`src/rtl/if_fetch_stage.sv`:
```
// Instruction-fetch stage: PC register, single-outstanding imem request, stall hold buffer and IF/ID register.
// Optional feature macro: FETCH_PERF_CNT_EN adds perf_fetched/perf_killed counters.
module if_fetch_stage #(
    parameter logic [31:0] RESET_PC  = 32'h0000_0000,
    parameter logic [31:0] NOP_INSTR = 32'h0000_0013
) (
    input  logic        clk,
    input  logic        rst,
    input  logic        stall,
    input  logic        flush,
    input  logic [31:0] next_pc,
    output logic [31:0] pc,
    output logic [31:0] pc4,
    output logic        imem_req,
    output logic [31:0] imem_addr,
    input  logic        imem_rvalid,
    input  logic [31:0] imem_rdata,
    output logic        ifid_valid,
    output logic [31:0] ifid_pc,
    output logic [31:0] ifid_pc4,
    output logic [31:0] ifid_instr,
    output logic        fetch_busy,
`ifdef FETCH_PERF_CNT_EN
    output logic [31:0] perf_fetched,
    output logic [31:0] perf_killed,
`endif
    output logic [1:0]  state_dbg
);

    // Handshake: a request is accepted on the same edge imem_req is high; imem_rvalid
    // returns in order, at least one cycle later, and only one request is ever outstanding.
    typedef enum logic [1:0] {
        S_REQ  = 2'd0,
        S_WAIT = 2'd1,
        S_DROP = 2'd2,
        S_HOLD = 2'd3
    } state_t;

    state_t      state, state_next;
    logic [31:0] hold_data;
    logic        pc_load;
    logic        deliver;
    logic        use_hold;
    logic        ifid_kill;
    logic        hold_load;
    logic        resp_kill;
    logic [31:0] deliver_instr;

    assign pc4        = pc + 32'd4;
    assign imem_req   = (state == S_REQ);
    assign imem_addr  = pc;
    assign fetch_busy = (state == S_WAIT) || (state == S_DROP);
    assign state_dbg  = state;
    assign deliver_instr = use_hold ? hold_data : imem_rdata;

    always_ff @(posedge clk or posedge rst) begin
        if (rst) state <= S_REQ;
        else     state <= state_next;
    end

    always_comb begin
        state_next = state;
        pc_load    = 1'b0;
        deliver    = 1'b0;
        use_hold   = 1'b0;
        ifid_kill  = 1'b0;
        hold_load  = 1'b0;
        resp_kill  = 1'b0;
        case (state)
            S_REQ: begin
                // The request still goes out on a flush, so its response must be dropped.
                if (flush) begin
                    pc_load    = 1'b1;
                    ifid_kill  = 1'b1;
                    state_next = S_DROP;
                end else begin
                    state_next = S_WAIT;
                end
            end
            S_WAIT: begin
                if (flush) begin
                    pc_load   = 1'b1;
                    ifid_kill = 1'b1;
                    if (imem_rvalid) begin
                        resp_kill  = 1'b1;
                        state_next = S_REQ;
                    end else begin
                        state_next = S_DROP;
                    end
                end else if (imem_rvalid && stall) begin
                    hold_load  = 1'b1;
                    state_next = S_HOLD;
                end else if (imem_rvalid) begin
                    deliver    = 1'b1;
                    pc_load    = 1'b1;
                    state_next = S_REQ;
                end
            end
            S_DROP: begin
                if (flush) pc_load = 1'b1;
                if (imem_rvalid) begin
                    resp_kill  = 1'b1;
                    state_next = S_REQ;
                end
            end
            S_HOLD: begin
                if (flush) begin
                    pc_load    = 1'b1;
                    ifid_kill  = 1'b1;
                    resp_kill  = 1'b1;
                    state_next = S_REQ;
                end else if (!stall) begin
                    deliver    = 1'b1;
                    use_hold   = 1'b1;
                    pc_load    = 1'b1;
                    state_next = S_REQ;
                end
            end
            default: state_next = S_REQ;
        endcase
    end

    always_ff @(posedge clk or posedge rst) begin
        if (rst) begin
            pc        <= RESET_PC;
            hold_data <= 32'd0;
        end else begin
            if (pc_load)   pc        <= next_pc;
            if (hold_load) hold_data <= imem_rdata;
        end
    end

    // Non-delivering cycles: stall freezes IF/ID, otherwise a bubble is inserted.
    always_ff @(posedge clk or posedge rst) begin
        if (rst) begin
            ifid_valid <= 1'b0;
            ifid_pc    <= 32'd0;
            ifid_pc4   <= 32'd0;
            ifid_instr <= NOP_INSTR;
        end else if (deliver) begin
            ifid_valid <= 1'b1;
            ifid_pc    <= pc;
            ifid_pc4   <= pc4;
            ifid_instr <= deliver_instr;
        end else if (ifid_kill || !stall) begin
            ifid_valid <= 1'b0;
        end
    end

`ifdef FETCH_PERF_CNT_EN
    always_ff @(posedge clk or posedge rst) begin
        if (rst) begin
            perf_fetched <= 32'd0;
            perf_killed  <= 32'd0;
        end else begin
            if (deliver)   perf_fetched <= perf_fetched + 32'd1;
            if (resp_kill) perf_killed  <= perf_killed + 32'd1;
        end
    end
`endif

endmodule
```
`config.mk`:
```
export PLATFORM = sky130hd
export DESIGN_NAME = if_fetch_stage
export DESIGN_NICKNAME = d
export VERILOG_FILES = /design/src/rtl/if_fetch_stage.sv
export SDC_FILE = /design/constraint.sdc
export NUM_CORES = 1
export LEC_CHECK = 0
export ABC_AREA = 1
export CAP_MARGIN = 40
export CELL_PAD_IN_SITES_DETAIL_PLACEMENT = 1
export CELL_PAD_IN_SITES_GLOBAL_PLACEMENT = 1
export CORE_MARGIN = 2
export CORE_UTILIZATION = 33
export CTS_BUF_LIST = sky130_fd_sc_hd__clkbuf_4
export DETAILED_ROUTE_END_ITERATION = 10
export GPL_TIMING_DRIVEN = 0
export PLACE_DENSITY = 0.9
export SYNTH_ARGS = -nofsm -noshare
export SYNTH_HDL_FRONTEND = slang
export SYNTH_SLANG_ARGS = --single-unit
```
`constraint.sdc`:
```
create_clock -name clk -period 6 [get_ports clk]
set_clock_uncertainty 0.05 [all_clocks]
set_input_delay 0.9 -clock clk [delete_from_list [all_inputs] [get_ports clk]]
set_output_delay 0.9 -clock clk [all_outputs]
set_load 0.03 [all_outputs]
```
==> results.json, run 1 <==
{
  "run_status": "finished clean",
  "post-place-ws_ps": 2440,
  "end_kind": "output pin",
  "grt_pass1_wl_um": 43900,
  "rr_worst_depth": 5,
  "synth_compound_area_share_pct": 9.46,
  "period_needed_ps": 4120,
  "syn-cell-area_um2": 7560,
  "die_h_um": 155,
  "synth_xor_area_share_pct": 1.62,
  "dp_hpwl_um": 21500,
  "p_leak_nw": 5.14,
  "worstMarginPinSlew_ps": 634,
  "holdBufCountCts": 0,
  "slew_viol_final": 0,
  "clockBufferDepth": 2,
  "clock.fmax_ghz": 0.243,
  "syn_nets": 1022,
  "initial_core_util_pct": 33.5,
  "hold-path-endpoint": "ifid_instr[4]",
  "ctsResizeCount": 0,
  "vias": 7424,
  "die_area_um2": 24100,
  "antenna_found_initial": 1,
  "synthAdderAreaFrac_pct": 0.827,
  "min_path_type": "flip-flop to flip-flop",
  "fin_tns_setup_ps": 0,
  "ir_worst_vdd_mv": 0.223,
  "post-route-util_pct": 48.3,
  "worst_setup_path_start_kind": "flip-flop",
  "layout_common_cells": "400 x nand2_1, 265 x clkdlybuf4s50_1, 158 x dfrtp_1",
  "wirelength_um": 28100,
  "worstReg2RegEnd": "imem_addr[28]",
  "grt_max_degree": 101,
  "worst_slack_ps": 1880,
  "total_power_mw": 5.56,
  "p_int_mw": 2.99,
  "fp.dieW_um": 155,
  "synth_top_family_by_area": "simple AND/OR/NAND/NOR gates",
  "max_cap_viol_count": 0,
  "grt_overflow": 0,
  "fin_area_um2": 10900,
  "ant_nets": 0,
  "dr.pass1.iters": 5,
  "seqPwrFrac_pct": 33.9,
  "cts_root_buf": "clkbuf_4",
  "postPlaceCellArea_um2": 10600,
  "power_density_nw_per_um2": 510,
  "synthDistinctLibCells": 29,
  "place_congestion": 0.870,
  "ys_ff_latch": 161,
  "layout_commonest_cell": "nand2_1",
  "worstSetupPathType": "flip-flop to output pin",
  "drive_gt1_share_pct": 8.59,
  "period_share_pct": 68.6,
  "r2r-start": "state_dbg[0]",
  "pwr-share-comb_pct": 53.5,
  "postCtsSetupRepairBufs": 0,
  "fin_nets": 1307,
  "synth_simple_gate_area_share_pct": 24.8,
  "setup_viol": 0,
  "row_count": 55,
  "portBuffers": 265,
  "clk_pin_slew_ps": 150,
  "insertion_delay_ps": 570,
  "io_pins": 266,
  "reg2reg_slack_ps": 3750,
  "synth.area.mux_share_pct": 0.149,
  "drc": 0,
  "slew_headroom_pct": 57.7,
  "numCtsBuffers": 17,
  "cts_tree": "yes",
  "cp.arrival_ps": 3170,
  "synth_cells": 948,
  "whs_path_depth": 2,
  "worstHoldStart": "ifid_instr[4]",
  "drt-initial-drc-count": 264,
  "grt_pass1_vias": 7931,
  "antenna_cells": 0,
  "rsz0062_at_grt": "false",
  "critical_path_peak_fanout": 5,
  "routedWlPerCell_um": 18.4,
  "clock_sinks": 161,
  "cts-htree-levels": 4,
  "switching_share_pct": 46.2,
  "ys.warnings.count": 0,
  "required_ps": 5050,
  "hold_viol": 0,
  "syn_area_per_cell_um2": 7.98,
  "p_switching_mw": 2.57,
  "yosysSeqAreaShare_pct": 53.3,
  "grt_usage_pct": 23.4,
  "core_um2": 22600,
  "area_growth_pct": 44.1,
  "power.share.clock_pct": 12.6,
  "vias_per_cell": 4.85
}
==> power by group through the flow <==
stage	combinational (mW)	sequential [mW]	clock (mW)
floorplan	0.942	2.57	0
global placement	2.90	1.88	0
detailed placement	2.99	1.91	0
CTS	3.00	1.89	0.717
global route	3.18	1.94	0.764
finish	2.97	1.88	0.698
==> stage by stage <==
stage	hold WS (ps)	instances
after floorplan	431	948
after global placement	403	1498
after detailed placement	406	1499
after CTS	429	1531
after global routing	457	1531
final	429	1531
==> layout make-up <==
cell class,count,area [um^2]
multi-input cells,636,2790
plain buffers,73,445
inverters,78,303
fillers,2768,11700
well taps,285,357
flip-flops and latches,161,4030
clock inverters,14,153
repair buffers,266,2680
clock buffers,18,135
==> cells by family after synthesis <==
group | count (synthesis)
xor gates and xnor gates | 14
adders and majority gates | 5
DFF | 161
AOI/OAI and AO/OA | 139
muxes | 1
buffers and inverters | 151
and+or+nand+nor | 477
==> synth_stat cells <==
library cell | instances | area, um^2
a21oi_1 | 3 | 15.0
a31oi_1 | 1 | 6.26
and2_1 | 2 | 12.5
buf_2 | 17 | 85.1
buf_4 | 40 | 300
clkbuf_1 | 16 | 60.1
dfrtp_1 | 158 | 3950
dfstp_2 | 3 | 78.8
ha_1 | 5 | 62.6
inv_1 | 75 | 282
inv_2 | 2 | 7.51
inv_4 | 1 | 6.26
mux2_2 | 1 | 11.3
nand2_1 | 400 | 1500
nand2_2 | 2 | 12.5
nand2_4 | 1 | 11.3
nand3_1 | 15 | 75.1
nand3_4 | 1 | 17.5
nand4_1 | 3 | 18.8
nor2_1 | 46 | 173
nor2_2 | 2 | 12.5
nor2_4 | 2 | 22.5
nor3_1 | 2 | 10.0
nor3_2 | 1 | 10.0
o21ai_0 | 123 | 616
o21ai_1 | 10 | 50.1
o21bai_1 | 1 | 7.51
o31ai_4 | 1 | 21.3
xor2_1 | 14 | 123
==> worst max-delay path, stage by stage (launching register included) <==
cell,delay (ps)
dfrtp_1,470
ha_1,260
nand3_1,200
nor2_1,490
nand3_1,200
xor2_1,270
clkdlybuf4s50_1,720
==> state kept, by name (all words and copies together), names as in the netlist <==
name	count
ifid_pc	32
ifid_pc4	30
imem_addr	32
state_dbg	2
hold_data	32
ifid_instr	32
ifid_valid	1
==> worst max-delay path by stage <==
stage,startpoint,endpoint,slack [ps],cells after the start
4_1_cts,imem_addr[3],pc4[16],1790,6
3_5_place_dp,imem_addr[3],pc4[16],2440,6
3_3_place_gp,rst,ifid_instr[6],-1720,2
5_1_grt,imem_addr[3],pc4[12],1730,7
6_report,imem_addr[3],pc4[16],1880,6
2_1_floorplan,rst,hold_data[0],710,1
==> layer usage <==
metal  up-vias  GRT usage (%)  part of all wire (%)
met5         -              0                     0
met4         0           6.55                   2.0
met3        38           6.66                   6.9
met2       255           41.9                    51
met1      3663           27.4                    40
li1       3468              -                     -
(Power assumes the default switching activity.)
==> run 2: changes to the inputs <==
Settings changed: CORE_UTILIZATION 33 to 30, PLACE_DENSITY 0.9 to 0.86.
Clock period 6 ns to 3.6 ns, I/O delays scaled along.
==> results.json, run 2 (synthesis gave the netlist of run 1 again) <==
{
  "r2r-start": "state_dbg[1]",
  "layoutNonFillerInstCount": 1580,
  "critical_path_peak_fanout": 7,
  "fp.dieW_um": 163,
  "period_share_pct": 94.5,
  "drive_gt1_share_pct": 9.21,
  "whs_ps": 300,
  "dp.cells": 1547,
  "clockBufferDepth": 2,
  "rsz0062_at_grt": "false",
  "io_pins": 266,
  "drc": 0,
  "cp_slowest_stage_delay_ps": 690,
  "wirelength_um": 27600,
  "cts_root_buf": "clkbuf_4",
  "grt_overflow": 0,
  "antenna_found_initial": 1,
  "worstSetupPathType": "flip-flop to output pin",
  "end_kind": "output pin",
  "rr_worst_depth": 5,
  "power_density_nw_per_um2": 833,
  "cts_tree": "yes",
  "cts-htree-levels": 4,
  "slew_headroom_pct": 54.4,
  "vias_per_cell": 4.63,
  "n_fill_cell": 3049,
  "setup_viol": 0,
  "slew_viol_final": 0,
  "numCtsBuffers": 17,
  "postCtsSetupRepairBufs": 0,
  "reg2reg_slack_ps": 1380,
  "worstMarginPinSlew_ps": 684,
  "ir_worst_vdd_mv": 0.333,
  "worst_setup_path_start_kind": "flip-flop",
  "clock_sinks": 161,
  "ant_nets": 0,
  "die_area_um2": 26500,
  "row_count": 58,
  "clk_pin_slew_ps": 170,
  "drt-initial-drc-count": 320,
  "clock.fmax_ghz": 0.294,
  "dr.pass1.iters": 4,
  "holdBufCountCts": 0,
  "layout_common_cells": "400 x nand2_1, 257 x clkdlybuf4s50_1, 158 x dfrtp_1",
  "routedWlPerCell_um": 17.5,
  "fin_nets": 1310,
  "dp_hpwl_um": 21400,
  "period_needed_ps": 3400,
  "post-route-util_pct": 44.1,
  "hold_viol": 0,
  "core_um2": 25000,
  "max_cap_viol_count": 0,
  "cp_common_cell": "nand2_1",
  "portBuffers": 265,
  "area_growth_pct": 45.6,
  "required_ps": 3010,
  "p_leak_nw": 5.21,
  "die_h_um": 163,
  "run_status": "finished clean",
  "slowest_stage": "clkdlybuf4s50_1",
  "cp.arrival_ps": 2810,
  "cpLargestDelayFamily": "simple AND/OR/NAND/NOR gates",
  "place_congestion": 0.828,
  "insertion_delay_ps": 570,
  "worstReg2RegEnd": "imem_addr[22]",
  "layout_commonest_cell": "nand2_1",
  "min_path_type": "input port to async pin",
  "crit_buf_inv": 1,
  "fin_tns_setup_ps": 0,
  "initial_core_util_pct": 30.3,
  "grt_usage_pct": 21.1,
  "grt_pass1_vias": 7946,
  "vias": 7320,
  "grt_max_degree": 40,
  "grt_pass1_wl_um": 43400,
  "cp_cell_sequence": "nand2_1, nor2_2, nand2_1, nor2_1, nand3_1, nand2_1, clkdlybuf4s50_1"
}
==> run 2: final cells by class <==
| class | count | area [um^2] | area share, % |
|---|---|---|---|
| clock buffer | 17 | 128 | 1.16 |
| inverter | 78 | 299 | 2.72 |
| clock inverter | 15 | 146 | 1.33 |
| sequential | 161 | 4030 | 36.6 |
| antenna | 1 | 2.50 | 0.0227 |
| buffer | 73 | 445 | 4.05 |
| timing repair buffer | 269 | 2740 | 24.9 |
| tap | 330 | 413 | 3.75 |
| multi-input combinational | 636 | 2810 | 25.5 |
==> run 2: power breakdown <==
group	internal (mW)	switching (mW)	leakage (nW)
clock	0.364	0.769	0.146
combinational	1.94	2.99	3.08
sequential	2.60	0.511	1.98
total	4.91	4.27	5.21
==> run 2: routing by layer <==
metal / global-route usage (%) / vias up / part of all wire (%) / routed length, um
met4: 5.79 / 0 / 2.0 / 540
met5: 0 / - / 0 / 0
met2: 38.2 / 205 / 51 / 14100
met3: 6.09 / 32 / 6.6 / 1830
met1: 24.3 / 3603 / 40 / 11100
li1: - / 3480 / - / -
==> run 2: how the worst max path moves through the flow <==
stage	start	end	slack, ps	cells past startpoint
global placement	rst	ifid_pc4[21]	-490	2
global route	imem_addr[3]	pc4[26]	5	8
detailed placement	imem_addr[3]	pc4[16]	340	6
floorplan	rst	hold_data[0]	970	1
CTS	imem_addr[3]	pc4[12]	10	7
finish	imem_addr[11]	pc4[26]	200	7
==> run 2: metrics by stage <==
| step | worst slack, ps | area [um^2] | power, mW |
|---|---|---|---|
| CTS | 14.8 | 11000 | 9.28 |
| detailed placement | 344 | 10700 | 8.13 |
| finish | 199 | 11000 | 9.17 |
| global placement | -488 | 10600 | 7.96 |
| floorplan | 970 | 7570 | 5.85 |
| global route | 5.42 | 11000 | 9.74 |
==> run 2: worst reg2reg max path, cell delays in order (launching register included) <==
cell and delay (ps):
dfrtp_1 450, ha_1 310, o21ai_1 130, o31ai_4 520, clkbuf_1 450, o21ai_0 180
==> run 2: timing repair <==
item                                   in CTS  in global routing
gates resized for setup                     7                  7
endpoints found under the hold margin       0                  0
setup endpoints to repair                   5                  9
==> run 3: changes to the inputs <==
Clock period 3.6 ns to 2.95 ns, I/O delays scaled along.
==> results.json, run 3 (synthesis gave the netlist of run 1 again) <==
{
  "hold_viol": 0,
  "layout_common_cells": "399 x nand2_1, 239 x clkdlybuf4s50_1, 147 x dfrtp_1",
  "met2_usage_pct": 38.6,
  "grt_overflow": 0,
  "top_usage_layer": "met2",
  "run_status": "finished clean",
  "cp_slowest_stage_delay_ps": 430,
  "vias": 7358,
  "grt_util_met1_pct": 24.6,
  "clk_pin_slew_ps": 160,
  "worst_setup_path_start_kind": "flip-flop",
  "cts_tree": "yes",
  "cp.arrival_ps": 2380,
  "ir_worst_vdd_mv": 0.405,
  "slowest_stage": "dfrtp_1",
  "initial_core_util_pct": 30.3,
  "dp_hpwl_um": 21400,
  "clockBufferDepth": 2,
  "grt_pass1_wl_um": 43700,
  "switching_share_pct": 46.7,
  "post-route-util_pct": 44.4,
  "drc": 0,
  "rsz0062_at_grt": "true",
  "power.share.clock_pct": 12.4,
  "fp.dieW_um": 163,
  "period_share_pct": 97.5,
  "row_count": 58,
  "cpLargestDelayFamily": "simple AND/OR/NAND/NOR gates",
  "critical_path_peak_fanout": 4,
  "cp_cell_sequence": "ha_2, nand3_1, nor2_4, nand3_1, xor2_2, clkdlybuf4s15_2",
  "clock_sinks": 161,
  "p_leak_nw": 5.22,
  "n_fill_cell": 3042,
  "portBuffers": 265,
  "period_needed_ps": 2880,
  "clock.fmax_ghz": 0.348,
  "die_h_um": 163,
  "slew_viol_final": 0,
  "wirelength_um": 27900,
  "routedWlPerCell_um": 17.6,
  "holdBufCountCts": 0,
  "p_switching_mw": 5.23,
  "worstMarginPinSlew_ps": 680,
  "die_area_um2": 26500,
  "pwr-share-comb_pct": 53.6,
  "cts-htree-levels": 4,
  "fin_nets": 1318,
  "place_congestion": 0.828,
  "numCtsBuffers": 17,
  "io_pins": 266,
  "area_growth_pct": 46.5,
  "slew_headroom_pct": 54.7,
  "cp_common_cell": "nand3_1",
  "dr.pass1.iters": 4,
  "cts_root_buf": "clkbuf_4",
  "end_kind": "output pin",
  "p_int_mw": 5.97,
  "worst_slack_ps": 72.6,
  "vias_per_cell": 4.63,
  "ant_nets": 0,
  "power_density_nw_per_um2": 1010,
  "required_ps": 2460,
  "crit_buf_inv": 1,
  "grt_pass1_vias": 7988,
  "drive_gt1_share_pct": 12.9,
  "seqPwrFrac_pct": 34.0,
  "worstSetupPathType": "flip-flop to output pin",
  "min_path_type": "input port to async pin",
  "layout_commonest_cell": "nand2_1",
  "grt_max_degree": 40,
  "max_cap_viol_count": 0,
  "setup_viol": 0,
  "antenna_found_initial": 1,
  "post-place-ws_ps": -208,
  "use_met3_pct": 5.96,
  "core_um2": 25000,
  "insertion_delay_ps": 570,
  "grt_usage_pct": 21.3,
  "drt-initial-drc-count": 325
}
-- run 3: changes by cell type in the layout (fill, tap and decap cells not counted), sizes merged --
cell	delta
buf	+11
clkbuf	+11
clkdlybuf4s15	+8
clkdlybuf4s50	-18
dlymetal6s2s	-4
-- run 3: path summary, 6_finish.rpt --
path / startpoint / endpoint / slack (ps) / cells after the start
worst min register to register: ifid_instr[1] / ifid_instr[1] / 430 / 2
min in group clk: next_pc[9] / imem_addr[9] / 370 / 3
worst max-delay path: imem_addr[2] / pc4[16] / 70 / 6
max in group asynchronous: rst / imem_addr[13] / 1790 / 4
worst max register to register: state_dbg[1] / imem_addr[22] / 740 / 5
worst min-delay path: rst / ifid_pc4[3] / 210 / 2
-- run 3: cell type report --
class	instances	area (um^2)	share of cell area [%]
multi-input combinational	636	2870	25.9
buffer	73	445	4.02
antenna	1	2.50	0.0226
tap	330	413	3.73
clock inverter	15	146	1.32
timing repair buffer	277	2730	24.6
sequential	161	4050	36.5
inverter	78	299	2.70
clock buffer	17	128	1.15
-- run 3: repair_timing --
| item | 4_1_cts | 5_1_grt |
|---|---|---|
| setup buffers | 5 | 3 |
| pin swaps | 2 | 3 |
| gates resized for setup | 72 | 38 |
| endpoints found under the hold margin | 0 | 0 |
| endpoints found under the setup margin | 26 | 23 |
-- run 3: metal layers --
| layer | vias up | wire [um] |
|---|---|---|
| met5 | - | 0 |
| met4 | 0 | 500 |
| met3 | 32 | 1790 |
| met2 | 209 | 14400 |
| met1 | 3624 | 11200 |
| li1 | 3493 | - |
-- run 3: stage by stage --
stage          power [mW]  std cells  TNS, ps  instance area [um^2]  hold WS (ps)
3_3_place_gp         9.72       1543  -162590                 10600           404
6_report             11.2       1588        0                 11100           208
5_1_grt              11.9       1588     -258                 11100           175
2_1_floorplan        7.14        948        0                  7570           431
4_1_cts              11.3       1584    -56.7                 11100           165
3_5_place_dp         9.92       1547     -438                 10700           407
-- run 3: power groups by stage --
stage          Sequential (mW)  Combinational, mW  Clock (mW)
6_report                  3.81               6.01        1.39
5_1_grt                   3.93               6.45        1.52
4_1_cts                   3.81               6.07        1.43
3_5_place_dp              3.85               6.06           0
3_3_place_gp              3.81               5.91           0
2_1_floorplan             5.23               1.92           0
